--- src/rtl/boot_loader_pkg.sv ---
// Shared definitions for the boot loader: state encoding, default magic
// bytes and frame header constants.
package boot_loader_pkg;

  // Default header bytes and address width for the loader.
  localparam logic [7:0] DEF_MAGIC_HOLD = 8'hA5;
  localparam logic [7:0] DEF_MAGIC_RUN  = 8'hA6;
  localparam int         DEF_ADDR_W     = 16;

  // Number of bytes in a frame header: magic, addr_hi, addr_lo, len_hi, len_lo.
  localparam int HDR_LEN = 5;

  // One-hot parser state. ST_SPARE is never entered on purpose; it is
  // decoded back to ST_MAGIC so a corrupted state register recovers.
  typedef enum logic [8:0] {
    ST_MAGIC   = 9'b0_0000_0001,
    ST_ADDR_HI = 9'b0_0000_0010,
    ST_ADDR_LO = 9'b0_0000_0100,
    ST_LEN_HI  = 9'b0_0000_1000,
    ST_LEN_LO  = 9'b0_0001_0000,
    ST_DATA    = 9'b0_0010_0000,
    ST_CSUM    = 9'b0_0100_0000,
    ST_RUN     = 9'b0_1000_0000,
    ST_SPARE   = 9'b1_0000_0000
  } state_e;

  // True when a byte opens a new frame.
  function automatic logic is_magic(input logic [7:0] b,
                                    input logic [7:0] hold,
                                    input logic [7:0] run);
    return (b == hold) || (b == run);
  endfunction

endpackage

--- src/rtl/boot_loader.sv ---
// Program loader: parses load frames from a byte stream while the cpu is
// held in reset, writes payload bytes to memory, and releases the cpu after
// a run frame with a good checksum.
module boot_loader
  import boot_loader_pkg::*;
#(
  parameter logic [7:0] MAGIC_HOLD = DEF_MAGIC_HOLD,
  parameter logic [7:0] MAGIC_RUN  = DEF_MAGIC_RUN,
  parameter int         ADDR_W     = DEF_ADDR_W
) (
  input  logic              CLK,
  input  logic              R,
  input  logic              rx_valid,
  input  logic [7:0]        rx_data,
  output logic              rx_ready,
  output logic              mem_we,
  output logic [ADDR_W-1:0] mem_addr,
  output logic [7:0]        mem_data,
  output logic              cpu_reset,
  output logic              busy,
  output logic              err
);

  state_e              state_q, state_d;
  logic                run_q, run_d;
  logic [7:0]          csum_q, csum_d;
  logic [15:0]         count_q, count_d;
  logic [15:0]         ptr_q, ptr_d;
  logic                mem_we_q, mem_we_d;
  logic [ADDR_W-1:0]   mem_addr_q, mem_addr_d;
  logic [7:0]          mem_data_q, mem_data_d;
  logic                cpu_reset_q, cpu_reset_d;
  logic                err_q, err_d;
  logic                accept;

  assign rx_ready  = (state_q != ST_RUN);
  assign accept    = rx_valid && rx_ready;
  assign busy      = (state_q inside {ST_ADDR_HI, ST_ADDR_LO, ST_LEN_HI,
                                      ST_LEN_LO, ST_DATA, ST_CSUM});
  assign mem_we    = mem_we_q;
  assign mem_addr  = mem_addr_q;
  assign mem_data  = mem_data_q;
  assign cpu_reset = cpu_reset_q;
  assign err       = err_q;

  // Frame parser: next state and all registered outputs, one byte per cycle.
  always_comb begin
    state_d     = state_q;
    run_d       = run_q;
    csum_d      = csum_q;
    count_d     = count_q;
    ptr_d       = ptr_q;
    mem_we_d    = 1'b0;
    mem_addr_d  = mem_addr_q;
    mem_data_d  = mem_data_q;
    cpu_reset_d = cpu_reset_q;
    err_d       = err_q;

    case (state_q)
      ST_MAGIC: begin
        if (accept && is_magic(rx_data, MAGIC_HOLD, MAGIC_RUN)) begin
          state_d = ST_ADDR_HI;
          run_d   = (rx_data == MAGIC_RUN);
          err_d   = 1'b0;
          csum_d  = 8'h00;
        end
      end
      ST_ADDR_HI: begin
        if (accept) begin
          ptr_d   = {rx_data, ptr_q[7:0]};
          state_d = ST_ADDR_LO;
        end
      end
      ST_ADDR_LO: begin
        if (accept) begin
          ptr_d   = {ptr_q[15:8], rx_data};
          state_d = ST_LEN_HI;
        end
      end
      ST_LEN_HI: begin
        if (accept) begin
          count_d = {rx_data, count_q[7:0]};
          state_d = ST_LEN_LO;
        end
      end
      ST_LEN_LO: begin
        if (accept) begin
          count_d = {count_q[15:8], rx_data};
          state_d = ({count_q[15:8], rx_data} != 16'h0000) ? ST_DATA : ST_CSUM;
        end
      end
      ST_DATA: begin
        if (accept) begin
          mem_we_d   = 1'b1;
          mem_addr_d = ptr_q[ADDR_W-1:0];
          mem_data_d = rx_data;
          ptr_d      = ptr_q + 16'd1;
          csum_d     = csum_q ^ rx_data;
          count_d    = count_q - 16'd1;
          if (count_q == 16'd1) begin
            state_d = ST_CSUM;
          end
        end
      end
      ST_CSUM: begin
        if (accept) begin
          if (rx_data == csum_q) begin
            if (run_q) begin
              state_d     = ST_RUN;
              cpu_reset_d = 1'b0;
            end else begin
              state_d = ST_MAGIC;
            end
          end else begin
            state_d = ST_MAGIC;
            err_d   = 1'b1;
          end
        end
      end
      ST_RUN: begin
        state_d = ST_RUN;
      end
      default: begin
        state_d = ST_MAGIC;
      end
    endcase
  end

  // State and output registers with synchronous reset.
  always_ff @(posedge CLK) begin
    if (R) begin
      state_q     <= ST_MAGIC;
      run_q       <= 1'b0;
      csum_q      <= 8'h00;
      count_q     <= 16'h0000;
      ptr_q       <= 16'h0000;
      mem_we_q    <= 1'b0;
      mem_addr_q  <= '0;
      mem_data_q  <= 8'h00;
      cpu_reset_q <= 1'b1;
      err_q       <= 1'b0;
    end else begin
      state_q     <= state_d;
      run_q       <= run_d;
      csum_q      <= csum_d;
      count_q     <= count_d;
      ptr_q       <= ptr_d;
      mem_we_q    <= mem_we_d;
      mem_addr_q  <= mem_addr_d;
      mem_data_q  <= mem_data_d;
      cpu_reset_q <= cpu_reset_d;
      err_q       <= err_d;
    end
  end

endmodule
--- config.mk ---
export PLATFORM = sky130hd
export DESIGN_NAME = boot_loader
export DESIGN_NICKNAME = d
export VERILOG_FILES = /design/src/rtl/boot_loader_pkg.sv /design/src/rtl/boot_loader.sv
export SDC_FILE = /design/constraint.sdc
export NUM_CORES = 1
export LEC_CHECK = 0
export BUFFER_PORTS_ARGS = -buffer_cell sky130_fd_sc_hd__buf_2
export CORE_MARGIN = 5
export CORE_UTILIZATION = 60
export CTS_CLUSTER_DIAMETER = 120
export DETAILED_ROUTE_END_ITERATION = 16
export PLACE_DENSITY = 0.81
export REMOVE_ABC_BUFFERS = 1
export SETUP_SLACK_MARGIN = 0.05
export SYNTH_ARGS = -nofsm -noshare
export SYNTH_HDL_FRONTEND = slang
export SYNTH_SLANG_ARGS = --single-unit
--- constraint.sdc ---
create_clock -name CLK -period 4.2 [get_ports CLK]
set_input_delay 0.21 -clock CLK [delete_from_list [all_inputs] [get_ports CLK]]
set_output_delay 0.21 -clock CLK [all_outputs]
set_load 0.01 [all_outputs]
Yosys cells after proc, flatten, opt, wreduce, memory -nomap -nowiden:

Cells that the tools add are included.

* eq/ne operators: 22
* reductions and logical operators: 22
* bitwise operators: 6
* add/sub/neg operators: 2
* mux-type cells: 26

Operators by type and width (number)
* $pmux W16 S3: 2
* $mux W9: 9
* $pmux W9 S8: 1
* $mux W16: 3
* $mux W8: 4
* $reduce_and A4 Y1: 6
* $add A16 B1 Y16 const B: 1
* $eq A16 B1 Y1 const B: 1
* $eq A8 B8 Y1 const B: 2
* $ne A2 B2 Y1 const B: 8
* $pmux W8 S2: 1
* $reduce_bool A16 Y1: 1
* $sub A16 B1 Y16 const B: 1
* $reduce_bool A2 Y1: 6
* $eq A9 B1 Y1 const B: 1
* $eq A9 B2 Y1 const B: 1
* $eq A9 B3 Y1 const B: 1
* $eq A9 B4 Y1 const B: 1
* $eq A9 B5 Y1 const B: 1
* $eq A9 B6 Y1 const B: 1
* $eq A9 B7 Y1 const B: 1
* $eq A9 B8 Y1 const B: 1
* $ne A9 B8 Y1 const B: 1
* $eq A8 B8 Y1: 1
* other kinds (13): 22

* output and inout bits: 29
* input port bits: 11
* logic and storage cells: 90
* register bits after elaboration: 77

Logic depth before layout (Yosys ltp):

* depth in word-level cells: 5
* mapped depth: 9
* gate-level depth less buffers: 7

Worst setup path before layout:

Ideal clock, no wire load.

* path type: flip-flop to flip-flop
* start: reg state_q[6]
* end: reg ptr_q[8]
* setup time: 0.133 ns
* data required time: 4.067 ns
* path buffers: 1
* data arrival time: 1.897 ns
* stages on the path, launching flop included: 7
* clock period less this slack: 2.030 ns
* setup slack: 2.170 ns
* path through: dfxtp_1 -> or4_4 -> or4_4 -> o211a_2 -> buf_6 -> a21oi_1 -> a211oi_2

* longest elaborated chain between the ends: 4
* elaborated cells between the ends (all ways): 11
* those cells by class: eq/ne: 6; mux: 1; bitwise: 1; reduce/logical: 3

Ends and longest elaborated chain
* start, declared: RTL line boot_loader.sv:24 `state_e state_q, state_d;`
* start signal, assigned: RTL line boot_loader.sv:143 `state_q <= state_d;`
* $ne A9 B8 Y1: RTL line boot_loader.sv:36 `assign rx_ready = (state_q != ST_RUN);`
* $logic_and A1 B1 Y1: RTL line boot_loader.sv:37 `assign accept = rx_valid && rx_ready;`
* $ne A2 B2 Y1 (no line)
* $reduce_and A4 Y1 (no line)
* end signal, assigned: RTL line boot_loader.sv:147 `ptr_q <= ptr_d;`
* end, declared: RTL line boot_loader.sv:28 `logic [15:0] ptr_q, ptr_d;`

Parallel ways exist; a longest one is shown, timed or not.
A chain may end at the register's enable or synchronous reset.

Worst setup path in the final report:

* start: reg state_q[0]
* end: reg ptr_q[9]

The elaborated chain is that of the path after synthesis.

==> impl_summary.txt <==
----------------------------------------------------
[Drt]
  Vias per std cell ... 6.403
  Length of the first detailed-routing pass in iterations ... 5
  Total number of vias ... 3957
  Remaining DRCs ... 0
  Remaining antenna violation count after routing ... 0
  Number of DRC violations after detailed-routing iteration 0 ... 288
  Aggregate routed wire length ... 10.22 mm
  Routed wirelength normalized by instance count ... 16.54 um

[Placed design]
  RD Place Congestion ... 0.8962
  Count of buffers inserted at the top-level ports ... 39
  Dpl hpwl ... 6.688 mm
  Placed instance count ... 602

[STA]
  RSZ-0062 raised after global routing ... no
  Post-Route Skew ... 9.751 ps
  Post-layout minimum cycle time ... 2652 ps
  Portion of the clock cycle consumed by the worst path in the final layout ... 63.14%
  Fin. Hold Viols ... 0
  Max Freq ... 377.1 MHz
  Final slew viol count ... 0
  Final sum of negative setup slack ... 0 ps
  Total of endpoints with negative setup slack in the final report ... 0
  Slew of the pin with the lowest slew margin ... 744.0 ps
  Remaining max-slew budget at the tightest pin ... 50.40%

[Pwr]
  Leakage power of the design ... 1.593 nW
  Switching power summed over all nets ... 376.5 uW
  Clk pwr share ... 46.9%
  Cell-internal power ... 1.221 mW
  IR drop worst, VDD ... 0.0001897 V
  Combinational share of power ... 7.4%
  Switching portion of total power ... 23.56%
  Flop pwr share ... 45.7%
  Power per unit of standard cell area ... 361.0 nW/um^2

[Setup path]
  Data required time of the worst path ... 4420 ps
  Reg2Reg Capture Point ... ptr_q[9]$_SDFFE_PP0P_
  Maximum net fanout on the critical path ... 30
  Critical path capture point type ... flop
  Worst Setup Start Kind ... flop
  Logic depth of the worst register-to-register path ... 6
  Slack of the worst reg-to-reg path ... 1550 ps
  Arrival time reported for the critical path endpoint ... 2870 ps
  Crit path kind ... reg2reg
  Reg2reg start ... state_q[0]$_SDFFE_PP1P_

[Final layout]
  Synthesis-to-layout area growth ... 8.965%
  Net count of the finished layout ... 547
  Fraction of layout cells with a size suffix above 1 ... 15.06%
  Fillcell total ... 592
  Final instance count without filler cells ... 618
  # diodes ... 0

[Clocking]
  Count of clock tree sinks ... 76
  CTS-repair resized insts ... 0
  Clock tree root buffer cell ... sky130_fd_sc_hd__clkbuf_8
  Clock tree from TritonCTS ... done
  Reg clk slew, reported paths ... 80 ps
  Post-CTS setup buffer count ... 0
  CTS H-tree depth ... 3
  Num CTS Buffers ... 9
  Worst-skew pair later-pin latency ... 360 ps
  Total of hold buffers inserted after clock tree synthesis ... 0
  Worst-case clock buffer depth ... 2

[Job]
  Reported max-cap violation count ... 0

[Floorplanning]
  Number of I/O pins ... 40
  Rows ... 30
  Initial Util ... 60.79%
  Die extent in y ... 92.28 um
  Standard cell core area ... 6681 um^2
  Die Area ... 8515 um^2
  Die Span X ... 92.28 um

[Global route]
  GRT Overall Usage ... 25.12%
  Number of global-route vias before repair ... 3644
  Maximum number of pins on one net before global-route repair ... 45
  Global-route wire length before repair ... 17.42 mm
  Overflow left after global routing ... 0
  Number of antenna violations at the first check in global routing ... 0

[Synthesis]
  Adder-Cell Fraction of Synth Area ... 0.9242%
  Mean instance size in the synthesized netlist ... 7.825 um^2
  Number of enable flip-flop cells after synthesis ... 0
  Simple-gate area share of the yosys netlist ... 26.77%
  Number of instances in the synthesized netlist ... 519
  Cell area after synthesis ... 4061 um^2
  Mux contribution to synthesized area ... 0.4929%
  Number of different library cells in the post-synthesis netlist ... 66
  YS warnings ... 0
  Post-synthesis async set-or-reset flop share ... 0%
  Dominant register cell in the synthesized netlist ... sky130_fd_sc_hd__dfxtp_1
  Synthesized-area fraction occupied by ao, oa, aoi and oai cells ... 25.42%
  Combinational family with the most area after synthesis ... simple AND/OR/NAND/NOR gates
  Register area share after synthesis ... 37.46%
  Number of storage elements in the synthesis netlist ... 76
  Xor/xnor share of the synthesized area ... 2.803%

[Worst hold path]
  Type of the most critical hold path ... in2reg
  Min-delay src ... rx_data[6]
  Hold Path Cell Cnt ... 3
  Hold worst-path end ... mem_data[6]$_SDFFE_PP0P_

[Run status]
  Status ... complete, no violations

----------------------------------------------------
layout by cell type (no fill, tap or decap), types with 3 or more instances in the layout:
cell and count:
sky130_fd_sc_hd__buf_4 3, sky130_fd_sc_hd__nand3_1 6, sky130_fd_sc_hd__buf_2 39, sky130_fd_sc_hd__and3_1 9, sky130_fd_sc_hd__nor3_1 12, sky130_fd_sc_hd__a22oi_1 14, sky130_fd_sc_hd__o31ai_1 5, sky130_fd_sc_hd__and4b_1 3
sky130_fd_sc_hd__nand4b_1 3, sky130_fd_sc_hd__nor4_1 8, sky130_fd_sc_hd__a21o_1 4, sky130_fd_sc_hd__nand2_1 84, sky130_fd_sc_hd__a211oi_1 15, sky130_fd_sc_hd__a32o_1 4, sky130_fd_sc_hd__dfxtp_1 76, sky130_fd_sc_hd__nand3b_1 3
sky130_fd_sc_hd__xor2_1 4, sky130_fd_sc_hd__nand2b_1 5, sky130_fd_sc_hd__xnor2_1 9, sky130_fd_sc_hd__inv_1 6, sky130_fd_sc_hd__or4_4 3, sky130_fd_sc_hd__ha_1 3, sky130_fd_sc_hd__nand4_1 7, sky130_fd_sc_hd__nor2b_1 4
sky130_fd_sc_hd__a21oi_1 61, sky130_fd_sc_hd__o21ai_0 31, sky130_fd_sc_hd__nor2_1 52, sky130_fd_sc_hd__clkbuf_8 9, sky130_fd_sc_hd__bufinv_16 4
worst max path at each step:
stage | end | slack [ps] | cells past startpoint | start
2_1_floorplan | csum_q[0]$_SDFFE_PP0P_ | 650 | 5 | state_q[6]$_SDFFE_PP0P_
3_3_place_gp | ptr_q[9]$_SDFFE_PP0P_ | 1730 | 6 | state_q[6]$_SDFFE_PP0P_
3_5_place_dp | ptr_q[9]$_SDFFE_PP0P_ | 1690 | 6 | state_q[0]$_SDFFE_PP1P_
4_1_cts | ptr_q[9]$_SDFFE_PP0P_ | 1620 | 6 | state_q[0]$_SDFFE_PP1P_
5_1_grt | ptr_q[9]$_SDFFE_PP0P_ | 1440 | 6 | state_q[0]$_SDFFE_PP1P_
6_report | ptr_q[9]$_SDFFE_PP0P_ | 1550 | 6 | state_q[0]$_SDFFE_PP1P_
power groups by stage:
stage	Sequential [mW]	Combinational (mW)	Clock, mW
global placement	0.746	0.113	0
CTS	0.730	0.115	0.755
floorplan	0.745	0.0669	0
detailed placement	0.747	0.114	0
finish	0.730	0.119	0.749
global route	0.731	0.126	0.795
cell usage after synthesis, drive strengths merged (3+ instances only):
master	number	area [um^2]
nand2b	5	31.28
nand3b	3	22.52
or2	3	18.77
clkbuf	25	125.1
inv	6	22.52
xor2	4	35.03
a21oi	62	314.1
nor4	11	96.34
nor2	53	198.9
o21ai	33	172.7
and4b	4	41.29
nor3	13	70.07
a21o	4	30.03
nand3	6	30.03
ha	3	37.54
o31ai	5	37.54
a22oi	15	117.6
nand2	86	327.8
nor2b	4	25.02
a32o	4	40.04
nand4b	3	26.28
buf	13	91.33
and3	9	56.30
xnor2	9	78.83
or4	3	33.78
dfxtp	76	1521
o211a	3	30.03
nand4	7	43.79
a211oi	16	125.1
state kept, by name, summed over array words and instances (netlist names):
name       flops
mem_data       8
run_q          1
cpu_reset      1
count_q       16
mem_addr      16
csum_q         8
mem_we         1
err            1
ptr_q         16
state_q        8
area by class of cell:
type / count / area, um^2 / share of cell area, %
well taps: 80 / 100.1 / 2.262
multi-input cells: 398 / 2293 / 51.82
clock inverters: 7 / 146.4 / 3.308
inverters: 6 / 22.52 / 0.5089
clock buffers: 9 / 123.9 / 2.799
flip-flops and latches: 76 / 1521 / 34.38
repair buffers: 42 / 217.7 / 4.919
cells by family after synthesis:
kind of cell | after synthesis
flops | 76
fa+ha+maj | 3
xor+xnor | 13
buf+inv | 45
compound gates | 162
mux | 2
simple gates | 218
critical path, cell delays in order (launching register included):
cell,delay (ps)
sky130_fd_sc_hd__dfxtp_1,380
sky130_fd_sc_hd__nor4_1,530
sky130_fd_sc_hd__and4b_2,710
sky130_fd_sc_hd__o211a_2,440
sky130_fd_sc_hd__a21bo_2,260
sky130_fd_sc_hd__a22oi_1,130
sky130_fd_sc_hd__nor2_1,50
per-layer routing:
| metal | track usage (%) | routed length [um] |
|---|---|---|
| met5 | 0 | 0 |
| met4 | 12.38 | 325 |
| met3 | 4.348 | 654 |
| met2 | 38.44 | 4602 |
| met1 | 34.08 | 4637 |
through the flow:
stage	cell area, um^2	util [%]	hold WS [ps]	worst slack (ps)	total power [mW]
after global placement	4155	62.19	431.8	1732	0.8588
after CTS	4425	66.24	193.6	1623	1.600
after global routing	4425	66.24	225.3	1435	1.652
final	4425	66.24	207.6	1548	1.598
after floorplan	3835	-	274.6	645.2	0.8120
after detailed placement	4155	62.19	438.9	1692	0.8608
No activity file was read; power rests on OpenSTA's default activity.
